## config.mk

```make
export PLATFORM = sky130hd
export DESIGN_NAME = aes_round_sequencer
export DESIGN_NICKNAME = d
export VERILOG_FILES = /design/src/rtl/aes_pkg.sv /design/src/rtl/aes_round_sequencer.sv
export SDC_FILE = /design/constraint.sdc
export NUM_CORES = 1
export LEC_CHECK = 0
export CORE_AREA = 2 2 359 361
export CTS_BUF_LIST = sky130_fd_sc_hd__clkbuf_8
export CTS_CLUSTER_SIZE = 25
export DETAILED_ROUTE_END_ITERATION = 10
export DIE_AREA = 0 0 361 363
export GPL_TIMING_DRIVEN = 1
export HOLD_SLACK_MARGIN = 0.05
export PLACE_DENSITY = 0.41
export SLEW_MARGIN = 5
export SYNTH_ARGS = -nofsm -noshare
export SYNTH_HDL_FRONTEND = slang
export SYNTH_SLANG_ARGS = --single-unit
export TNS_END_PERCENT = 100
```

## constraint.sdc

```tcl
create_clock -name clk -period 2.7 [get_ports clk]
set_input_delay 0.54 -clock clk [delete_from_list [all_inputs] [get_ports clk]]
set_output_delay 0.54 -clock clk [all_outputs]
set_load 0.005 [all_outputs]
```

## src/rtl/aes_pkg.sv

```systemverilog
// Shared AES-128 constants and the sequencer FSM encoding.
// Latency: n/a (declarations only).
// Backpressure: n/a.
package aes_pkg;

    localparam int AES_DATA_W     = 128;
    localparam int AES_NUM_ROUNDS = 10;
    localparam int AES_RC_W       = 4;

    typedef enum logic [1:0] {
        IDLE = 2'd0,
        RUN  = 2'd1,
        DONE = 2'd2
    } aes_fsm_e;

endpackage

```

## src/rtl/aes_round_sequencer.sv

```systemverilog
// Iterative AES-128 controller: initial AddRoundKey, then rounds 1..10 via an external round datapath.
// Latency: block accepted on cycle N is presented on cycle N+11; one block per 11 cycles with out_ready held.
// Backpressure: ciphertext held in DONE until out_ready; in_ready low while running or while output is stalled.
//
// Ports:
//   clk, rst_n                      clock, asynchronous active-low reset
//   in_valid/in_ready/in_data/in_key plaintext+key handshake
//   out_valid/out_ready/out_data    ciphertext handshake (out_data is the state register)
//   dp_state/dp_key/dp_rc/dp_final  drive the round datapath; dp_rc is 0 outside RUN
//   dp_state_next/dp_key_next       round datapath results, sampled only in RUN
//   busy, round_cnt                 status
module aes_round_sequencer
    import aes_pkg::*;
#(
    parameter int DATA_W     = AES_DATA_W,
    parameter int NUM_ROUNDS = AES_NUM_ROUNDS,
    parameter int RC_W       = AES_RC_W
) (
    input  logic              clk,
    input  logic              rst_n,
    input  logic              in_valid,
    output logic              in_ready,
    input  logic [DATA_W-1:0] in_data,
    input  logic [DATA_W-1:0] in_key,
    output logic              out_valid,
    input  logic              out_ready,
    output logic [DATA_W-1:0] out_data,
    output logic [DATA_W-1:0] dp_state,
    output logic [DATA_W-1:0] dp_key,
    output logic [RC_W-1:0]   dp_rc,
    output logic              dp_final,
    input  logic [DATA_W-1:0] dp_state_next,
    input  logic [DATA_W-1:0] dp_key_next,
    output logic              busy,
    output logic [RC_W-1:0]   round_cnt
);

    localparam logic [RC_W-1:0] LAST_RC = RC_W'(NUM_ROUNDS);

    aes_fsm_e          fsm_q, fsm_d;
    logic [DATA_W-1:0] state_q, state_d;
    logic [DATA_W-1:0] key_q, key_d;
    logic [RC_W-1:0]   round_q, round_d;
    logic              accept;

    // State register.
    always_ff @(posedge clk or negedge rst_n) begin
        if (!rst_n) begin
            fsm_q   <= IDLE;
            state_q <= '0;
            key_q   <= '0;
            round_q <= '0;
        end else begin
            fsm_q   <= fsm_d;
            state_q <= state_d;
            key_q   <= key_d;
            round_q <= round_d;
        end
    end

    assign accept = in_valid && in_ready;

    // Next-state logic. An accept can only occur in IDLE or DONE, which lets a
    // new block start in the same cycle the previous ciphertext is taken.
    always_comb begin
        fsm_d   = fsm_q;
        state_d = state_q;
        key_d   = key_q;
        round_d = round_q;
        if (accept) begin
            state_d = in_data ^ in_key;
            key_d   = in_key;
            round_d = RC_W'(1);
            fsm_d   = RUN;
        end else begin
            case (fsm_q)
                IDLE: ;
                RUN: begin
                    state_d = dp_state_next;
                    key_d   = dp_key_next;
                    if (round_q == LAST_RC) begin
                        fsm_d   = DONE;
                        round_d = '0;
                    end else begin
                        round_d = round_q + 1'b1;
                    end
                end
                DONE: begin
                    if (out_ready) fsm_d = IDLE;
                end
                default: begin
                    fsm_d   = IDLE;
                    round_d = '0;
                end
            endcase
        end
        // Safe decode: a corrupted round counter abandons the block.
        if ((round_q > LAST_RC) || (fsm_q == RUN && round_q == '0)) begin
            fsm_d   = IDLE;
            round_d = '0;
        end
    end

    // Output decode.
    always_comb begin
        in_ready  = 1'b0;
        out_valid = 1'b0;
        busy      = 1'b0;
        dp_rc     = '0;
        dp_final  = 1'b0;
        case (fsm_q)
            IDLE: in_ready = 1'b1;
            RUN: begin
                busy     = 1'b1;
                dp_rc    = round_q;
                dp_final = (round_q == LAST_RC);
            end
            DONE: begin
                busy      = 1'b1;
                out_valid = 1'b1;
                in_ready  = out_ready;
            end
            default: ;
        endcase
    end

    assign out_data  = state_q;
    assign dp_state  = state_q;
    assign dp_key    = key_q;
    assign round_cnt = round_q;

endmodule
```

### Word-level counts from Yosys, hierarchy flattened

Cells that the tools add are included.

* register bits: 262
* input port bits: 516
* output and inout port bits: 396
* logic and storage cells: 41

* add/subtract/negate cells: 1
* $lt $le $gt $ge: 1
* equality and inequality tests: 7
* multiplexer cells: 18
* bitwise operators: 1
* reduce and logical (&&, ||, !) cells: 9

Operator list (count)
* 2-to-1 mux 128 bit: 4
* bitwise XOR 128 bit: 1
* 2-to-1 mux 4 bit: 4
* 2-to-1 mux 2 bit: 4
* one-hot mux 4 bit (2 select lines): 1
* one-hot mux 2 bit (3 select lines): 1
* adder 4 x 1 -> 4 bit, second input constant: 1
* == test 4 bit, second input constant: 1
* greater-than comparator 4 bit, second input constant: 1
* zero test 4 bit: 1
* != test 4 x 2 -> 1 bit, second input constant: 1
* != test 4 bit, second input constant: 1
* OR reduction 2 bit: 2
* 2-to-1 mux 1 bit: 3
* != test 3 x 1 -> 1 bit, second input constant: 1
* != test 3 bit, second input constant: 1
* AND reduction 3 bit: 1
* == test 2 x 1 -> 1 bit, second input constant: 1
* == test 2 bit, second input constant: 1
* logical AND 1 bit: 2
* zero test 2 bit: 1
* one-hot mux 1 bit (2 select lines): 1
* nonzero test 2 bit: 1
* logical OR 1 bit: 1

### Logic depth before layout (Yosys ltp)

Gate-level depths: netlist (run 1).

* depth in word-level cells: 5
* depth in mapped cells: 8
* mapped depth without buffers: 6

### Least setup slack after synthesis (run 1)

No wires, ideal clock.

* kind: register to output
* start: register fsm_q[1]
* end: output dp_rc[2]
* arrival: 1.405 ns
* data required time: 2.160 ns
* slack: 0.755 ns
* stages on the path, launching flop included: 7
* path buffers: 3
* cells stage by stage: dfrtp_1 inv_1 ha_1 buf_6 buf_2 buf_2 and2_2

* longest elaborated chain between the ends: 2

RTL lines
* start: declaration: line aes_round_sequencer.sv:40 `aes_fsm_e fsm_q, fsm_d;`
* start signal: assignment: line aes_round_sequencer.sv:54 `fsm_q <= fsm_d;`
* == test 2 x 1 -> 1 bit: line aes_round_sequencer.sv:111 `case (fsm_q)`
* 2-to-1 mux 4 bit: line aes_round_sequencer.sv:111
* end: declaration: line aes_round_sequencer.sv:30 `output logic [RC_W-1:0] dp_rc,`

No other way between the ends.

### Final worst setup path (run 1)

* start: register state_q[125], in the netlist dp_state[125]
* end: output out_data[125]

RTL lines
* start: declaration: line aes_round_sequencer.sv:41 `logic [DATA_W-1:0] state_q, state_d;`
* start signal: assignment: line aes_round_sequencer.sv:55 `state_q <= state_d;`
* end: declaration: line aes_round_sequencer.sv:27 `output logic [DATA_W-1:0] out_data,`

No word-level cell between the ends.

==> results.md, run 1 <==
- Port bufs: 911
- Routed WL per cell: 20.70 µm
- Netlist Area Pre-Place: 14,150 µm²
- Die span in y: 363 µm
- Sequential fraction of the synthesis area: 46.33%
- First-pass GRT wire length: 111,600 µm
- DIE WIDTH: 361 µm
- Full die area: 131,000 µm²
- CP Buf/Inv Count: 1
- Worst reg2reg setup slack: 0.31 ns
- Max IR drop VDD: 0.0008154 V
- Leakage dissipation: 10.47 nW
- Layout cells sized above 1: 7.208%
- Row count: 131
- Slowest stage delay, CP: 0.74 ns
- Adder-Cell Fraction of Synth Area: 0.2653%
- Final hold violations: 0
- Syn_nets: 1,940
- Synth Area in Compound Gates: 9.850%
- DR vias: 13,360
- Run status: finished clean
- Final core occ: 20.41%
- Pre-antenna DRT Iters: 4
- Clock input transition at the sequential cells of the worst setup and hold paths: 0.06 ns
- Nature of the critical path endpoint: output port
- CP delay by family, top: buffers and inverters
- DP HPWL: 66,000 µm
- Largest family of logic cells by synthesized area: multiplexers
- Most frequent cell after synthesis: dfrtp_1
- RSZ-0062 raised after global routing: no
- Synth top area cells: dfrtp_1 (46%), mux2i_1 (18%), a21oi_1 (9.1%)
- Minimum clock period after layout: 2.498 ns
- Global-route usage over all layers: 11.97%
- CTS tree: built
- Slew margin rel.: 28.38%
- Clk sinks: 262
- Area grow syn2layout: 83.25%
- Worst reg2reg startpoint: fsm_q[1]
- Simple-gate portion of the synthesized area: 7.816%
- Max-cap viol count: 0
- Final setup viols: 0
- I/O Pins: 912
- Reg2reg end: dp_state[121]
- Placed cell areas: 24,630 µm²
- Crit path cell chain: clkdlybuf4s50_1
- Clock latency on the worst-skew pair: 0.70 ns
- Core area: 127,000 µm²
- Synth cell types: 35
- Fin Clk Skew: 0.02707 ns
- Startpoint types: register
- Max Freq: 400.3 MHz
- Crit path DAT: 1.96 ns
- Main synth FF type: dfrtp_1
- Period Utilization, post-route: 92.52%
- Kind of critical path: reg2out
- Xor/xnor cell area share of the yosys netlist: 7.922%
- Worst endpoint required time: 2.16 ns
- Initial antenna violation count: 14
- CTS max path bufs: 3
- Final #Nets: 2,760
- Pins Over Slew Limit: 0
- Cell count after synthesis: 1,421
- Least-Margin Pin Slew: 1.074 ns
- Pre-CTS WS: 0.2792 ns
- Remaining Overflow, GRT: 0
- Root Buffer Master: clkbuf_8
- Vias in the first global route: 14,270
- PwrDens: 1029 nW/µm²
- Worst Path Max Fanout: 3
- Cell taking the most area after synthesis: dfrtp_1
- Yosys warning count: 0
- Synth cell count leaders: dfrtp_1 (262), a21oi_1 (258), nor2_1 (258), mux2i_1 (256), buf_4 (129)
- ANT nets after route: 0
- Ys async rst share: 100.0%
- Placer Congestion: 0.8108
- Reg2reg path depth: 7
- Vias per cell: 3.377
- Design area: 25,930 µm²
- H-tree depth: 2
- Worst hold path class: in2async
- Yosys top cell area share: 46.33%
- WL final: 81,890 µm
- Post-synthesis mux area share: 18.21%
- Post-synth EDFFs: 0
- Pin count of the biggest net entering global routing: 89
- DR iter-0 viols: 477
- DR DRC count: 0
- Initial core utilization: 11.14%
- Synthesized flop and latch total: 262
- Crit path max-delay cell type: clkdlybuf4s50_1
- Final TNS setup: 0 ns
- Synthesized area per cell: 9.959 µm²
- TritonCTS buffer count: 58
- Worst setup margin: 0.2019 ns
-- registers in the layout (all words and copies together) (netlist names) --
signal,flops
round_cnt,4
fsm_q,2
dp_key,128
dp_state,128
-- per-stage QoR --
stage               cells  hold WS [ns]  power (mW)
global route         3955        0.3832       28.53
CTS                  3949        0.3483       27.31
detailed placement   3833        0.5638       22.22
global placement     3833        0.5533       22.30
floorplan            1421        0.2444       13.56
finish               3956        0.4253       26.68
-- cell usage in the layout, fill, tap and decap left out, types with 3 or more instances in the layout --
master	count
ha_4	3
buf_4	49
inv_1	27
xor2_1	128
a21oi_1	258
diode_2	5
dlygate4sd2_1	4
mux2i_1	256
buf_12	15
dfrtp_1	262
nor2_1	258
clkinv_2	8
and2_1	3
clkdlybuf4s50_1	903
clkbuf_8	70
nand2_1	4
-- where the power goes --
part	internal (mW)	total [mW]	switching, mW
Combinational	8.34	14.2	5.89
Sequential	5.88	7.85	1.97
Clock	2.43	4.59	2.16
-- cell type report --
cell class | count | area (µm²)
repair buffers | 977 | 9829
multi-input cells | 939 | 6286
fillers | 14010 | 101100
inverters | 3 | 11.26
clock buffers | 70 | 963.4
clock inverters | 38 | 193.9
flip-flops and latches | 262 | 6556
diodes | 5 | 12.51
well taps | 1662 | 2079
-- cells by family (layout without fill, tap and decap cells) --
group           Yosys count  count (layout)
fa+ha+maj                 3               3
mux                     257             257
buf+inv                 220            1088
simple gates            280             280
flops                   262             262
compound gates          271             271
other cells               0               5
xor+xnor                128             128
-- per-layer routing --
layer  vias up  GRT usage (%)  part of all wire (%)
li1       6369              -                     -
met1      6321          14.21                    41
met2       543          20.11                    48
met3       114          4.256                   8.6
met4        12          3.766                   2.6
met5         -              0                 0.093
-- repair_timing --
action	CTS	global route
hold buffers	1	0
gates resized for setup	14	3
gates cloned	1	0
endpoints found under the hold margin	39	0
buffers inserted	6	2
setup endpoints to repair	6	2
pin swaps	1	1
-- worst max-delay path by stage --
stage	to	cells past startpoint	from
2_1_floorplan	dp_rc[2]	6	fsm_q[1]
3_3_place_gp	dp_state[101]	7	out_ready
3_5_place_dp	dp_state[101]	7	out_ready
4_1_cts	in_ready	4	fsm_q[0]
5_1_grt	dp_final	6	fsm_q[1]
6_report	out_data[125]	1	dp_state[125]
Note: power is estimated with default switching activity, not from simulation.
==> inputs of run 2 (changes only) <==
- SLEW_MARGIN: 5 -> not set
==> results of run 2 <==
No change in the layout: final DEF, timing and power equal those of run 1.
